--- src/rtl/btn_press_cnt.sv ---
// Push-button front end: two-stage synchroniser, debouncer, press/release pulses,
// and a press counter that either wraps or locks at a runtime limit.
module btn_press_cnt #(
  parameter int WIDTH      = 4,
  parameter int DEBOUNCE   = 16,
  parameter int ACTIVE_LOW = 1,
  parameter int FREERUN    = 1
) (
  input  logic             clk,
  input  logic             rst,
  input  logic             btn_raw,
  input  logic [WIDTH-1:0] top,
  input  logic             clr,
  output logic             btn_state,
  output logic             pressed,
  output logic             released,
  output logic [WIDTH-1:0] count,
  output logic             full
);

  localparam int            DW       = $clog2(DEBOUNCE) + 1;
  localparam logic [DW-1:0] DLAST    = DW'(DEBOUNCE - 1);
  localparam logic          IDLE_LVL = (ACTIVE_LOW != 0) ? 1'b1 : 1'b0;

  logic [1:0]    sync;
  logic          s;
  logic [DW-1:0] dcnt;
  logic          accept;
  logic          press_now;

  // s is the synchronised level normalised so that 1 always means pressed.
  assign s         = (ACTIVE_LOW != 0) ? ~sync[1] : sync[1];
  assign accept    = (s != btn_state) && (dcnt == DLAST);
  assign press_now = accept && s;

  // NOTE: reset is synchronous here, so it lives inside the clocked branch and
  // the synchroniser restarts from the idle pin level, not from zero.
  always_ff @(posedge clk) begin
    if (rst) begin
      sync      <= {2{IDLE_LVL}};
      dcnt      <= '0;
      btn_state <= 1'b0;
      pressed   <= 1'b0;
      released  <= 1'b0;
    end else begin
      // NOTE: non-blocking assignments so every register samples pre-edge values.
      sync     <= {sync[0], btn_raw};
      pressed  <= 1'b0;
      released <= 1'b0;
      if (s == btn_state) begin
        dcnt <= '0;
      end else if (accept) begin
        btn_state <= s;
        dcnt      <= '0;
        pressed   <= s;
        released  <= ~s;
      end else begin
        dcnt <= dcnt + 1'b1;
      end
    end
  end

  // Limit compare is unsigned; a lowered top leaves count above it, which
  // counts as "at the limit" and either wraps or holds.
  always_ff @(posedge clk) begin
    if (rst || clr) begin
      count <= '0;
    end else if (press_now) begin
      if (count < top)       count <= count + 1'b1;
      else if (FREERUN != 0) count <= '0;
    end
  end

  assign full = (count >= top);

endmodule

--- config.mk ---
export PLATFORM = sky130hd
export DESIGN_NAME = btn_press_cnt
export DESIGN_NICKNAME = d
export VERILOG_FILES = /design/src/rtl/btn_press_cnt.sv
export SDC_FILE = /design/constraint.sdc
export NUM_CORES = 1
export LEC_CHECK = 0
export BUFFER_PORTS_ARGS = -buffer_cell sky130_fd_sc_hd__buf_4
export CORE_MARGIN = 3
export CORE_UTILIZATION = 40
export CTS_BUF_LIST = sky130_fd_sc_hd__clkbuf_8
export CTS_CLUSTER_DIAMETER = 150
export DETAILED_ROUTE_END_ITERATION = 6
export GPL_ROUTABILITY_DRIVEN = 0
export MAX_ROUTING_LAYER = met4
export SKIP_LAST_GASP = 1
export SYNTH_ARGS = -nofsm -noshare
export SYNTH_HDL_FRONTEND = slang
export SYNTH_SLANG_ARGS = --single-unit
--- constraint.sdc ---
create_clock -name clk -period 2.4 [get_ports clk]
set_input_delay 0.12 -clock clk [delete_from_list [all_inputs] [get_ports clk]]
set_output_delay 0.12 -clock clk [all_outputs]
set_load 0.02 [all_outputs]
==> impl_metrics.tcl <==
set metrics [dict create \
    fin_ws_ns 0.215 \
    drv_slew 0 \
    cts.sinks 14 \
    arrival_ns 2.36 \
    whs_ns 0.0602 \
    path_clk_slew_ns 0.05 \
    core_area_um2 1520 \
    whs_endpoint "sync[0]" \
    worstPathRequired_ns 2.58 \
    outcome "finished, final reports clean" \
    r2r_cells 7 \
    setup_viol 0 \
    postCtsHoldBufs 0 \
    slowest_delay_ns 0.44 \
    slowest_stage "or3b_4" \
    area_delta_synth_final_pct 26.0 \
    slew_headroom 0.694 \
    worst_pin_slew_ns 0.460 \
    clockBufferDepth 2 \
    irDropWorstVdd_uv 439 \
    drive_above_1_share 0.247 \
    dp_hpwl_um 841 \
    io_pins 16 \
    yosys_warnings 0 \
    num_vias 546 \
    cts_setup_buffers 0 \
    crit_type "reg2reg" \
    gr-total-overflow 0 \
    grt_usage 0.142 \
    diodes 0 \
    grt_pass1_wl_um 1930 \
    io_buffer_count 15 \
    period_minus_slack_ns 2.18 \
    wl_um 1120 \
    grt_pass1_vias 471 \
    htreeDepth 1 \
    post-route-period-util 0.910 \
    min_from "btn_raw" \
    rsz0062_at_grt "false" \
    syn-num-nets 87 \
    grt_max_degree 10 \
    hold_violations 0 \
    fin_tns_setup_ns 0 \
    die_area_um2 2170 \
    ys_ff_latch 14 \
    clock_skew_ns 0.00118 \
    cp_max_fo 9 \
    power.static_leakage_nw 0.364 \
    cp_common_cell "ha_1" \
    first_iter_violations 7 \
    syn_inst 72 \
    cts_resized 0 \
    avgSynthCellArea_um2 9.16 \
    reg2reg_from "dcnt[0]" \
    reg2reg_to "count[2]" \
    tritoncts "done" \
    initial_core_util 0.433 \
    crit_path_start_kind "flop" \
    antenna_left 0 \
    layout.nets 106 \
    post-place-ws_ns 0.155 \
    fillers 163 \
    p_per_area_nw_per_um2 538 \
    r2r_slack_ns 0.22 \
    vias_per_cell 5.20 \
    synth.distinct_cells 27 \
    fmax_ghz 0.458 \
    path_cells "ha_1 -> and3_1 -> ha_1 -> or3b_4 -> or3b_1 -> a211o_1 -> a21boi_2" \
    whs_path_depth 2 \
    ys_seq_area_frac 0.425 \
    drc 0 \
    first_pass_iters 4 \
    antenna_found_initial 0 \
    clk_latency_ns 0.24 \
    cap_violations 0 \
    wire_per_inst_um 10.7 \
    syn_area_um2 659 \
    cts-root-buf "clkbuf_8" \
    die_y_um 46.6 \
    min_path_type "in2reg" \
    end_kind "flop" \
    die_width_um 46.6 \
    cts_buffers 3 \
    rows 14 \
]
==> routing by layer <==
layer | share of wire | vias to the layer above | track usage
li1 | - | 280 | -
met1 | 0.46 | 245 | 0.169
met2 | 0.41 | 16 | 0.170
met3 | 0.086 | 5 | 0.0586
met4 | 0.042 | 0 | 0.136
met5 | 0 | - | -
==> flip-flops by register name, indices dropped and copies added (netlist names) <==
name and flops:
released 1, btn_state 1, sync 2, dcnt 5, count 4, pressed 1
==> cell usage in the layout (no fill, tap or decap), types with 2 or more instances in the layout <==
master and n:
buf_4 15, dfxtp_1 14, nor2_1 10, ha_1 7, inv_1 6, nand2_1 6, clkbuf_8 3, nand2b_1 2
xor2_1 2, or3_1 2, or2_2 2, nand3_1 2, a21boi_0 2
==> Yosys cell counts <==
cell / n / area, um^2
o31ai_1: 1 / 7.51
or3_1: 2 / 12.5
a21oi_1: 1 / 5.00
a211o_1: 1 / 8.76
nor3_1: 1 / 5.00
dfxtp_1: 14 / 280
nand4_1: 1 / 6.26
a21boi_2: 1 / 11.3
ha_1: 7 / 87.6
xnor2_1: 1 / 8.76
nand2_1: 6 / 22.5
and4b_1: 1 / 10.0
or3b_1: 2 / 17.5
or4_1: 1 / 7.51
or4b_1: 1 / 10.0
buf_2: 1 / 5.00
nand2b_1: 2 / 12.5
a21boi_0: 2 / 15.0
o21ai_0: 1 / 5.00
xor2_1: 2 / 17.5
a211oi_1: 1 / 7.51
nor2_1: 10 / 37.5
inv_1: 6 / 22.5
or2_2: 2 / 12.5
nand3_1: 2 / 10.0
o21a_1: 1 / 7.51
and3_1: 1 / 6.26
==> critical path: cells and delay by family (launching register included) <==
kind                       cells  cell delay [ns]
DFF                            1             0.35
adders and majority gates      2             0.38
AOI/OAI and AO/OA              2             0.40
and+or+nand+nor                3             1.00
==> stage by stage <==
| step | util | std cells | power (mW) | cell area [um^2] |
|---|---|---|---|---|
| floorplan | - | 72 | 0.252 | 659 |
| CTS | 0.544 | 105 | 0.451 | 828 |
| global route | 0.545 | 105 | 0.465 | 831 |
| finish | 0.545 | 105 | 0.447 | 831 |
| detailed placement | 0.516 | 102 | 0.265 | 787 |
| global placement | 0.516 | 102 | 0.265 | 787 |
==> worst max-delay path by stage <==
stage	from	depth (start not counted)	endpoint
final	dcnt[0]	7	count[2]
after global routing	dcnt[0]	7	count[2]
after CTS	dcnt[0]	7	count[2]
after detailed placement	dcnt[0]	7	count[2]
after global placement	dcnt[0]	7	count[2]
after floorplan	dcnt[0]	8	count[2]
==> report_power, final <==
part / leakage (nW) / total, mW / switching (mW) / internal (mW)
clock network: 0.0216 / 0.187 / 0.0764 / 0.111
logic: 0.229 / 0.0239 / 0.00996 / 0.0139
registers: 0.113 / 0.236 / 0.00123 / 0.235
==> cell type report <==
class | count | area (um^2) | area share
inverter | 6 | 22.5 | 0.0271
sequential | 14 | 280 | 0.337
clock buffer | 3 | 41.3 | 0.0497
tap | 16 | 20.0 | 0.0241
timing repair buffer | 15 | 113 | 0.136
multi-input combinational | 51 | 354 | 0.426
==> cell families (layout without fill, tap and decap cells) <==
logic type	Yosys count	count (layout)	share of synthesized area
simple gates	32	32	0.258
flops	14	14	0.425
compound gates	9	9	0.102
fa+ha+maj	7	7	0.133
buf+inv	7	24	0.0417
xor+xnor	3	3	0.0399
Note: power is estimated with default switching activity, not from simulation.
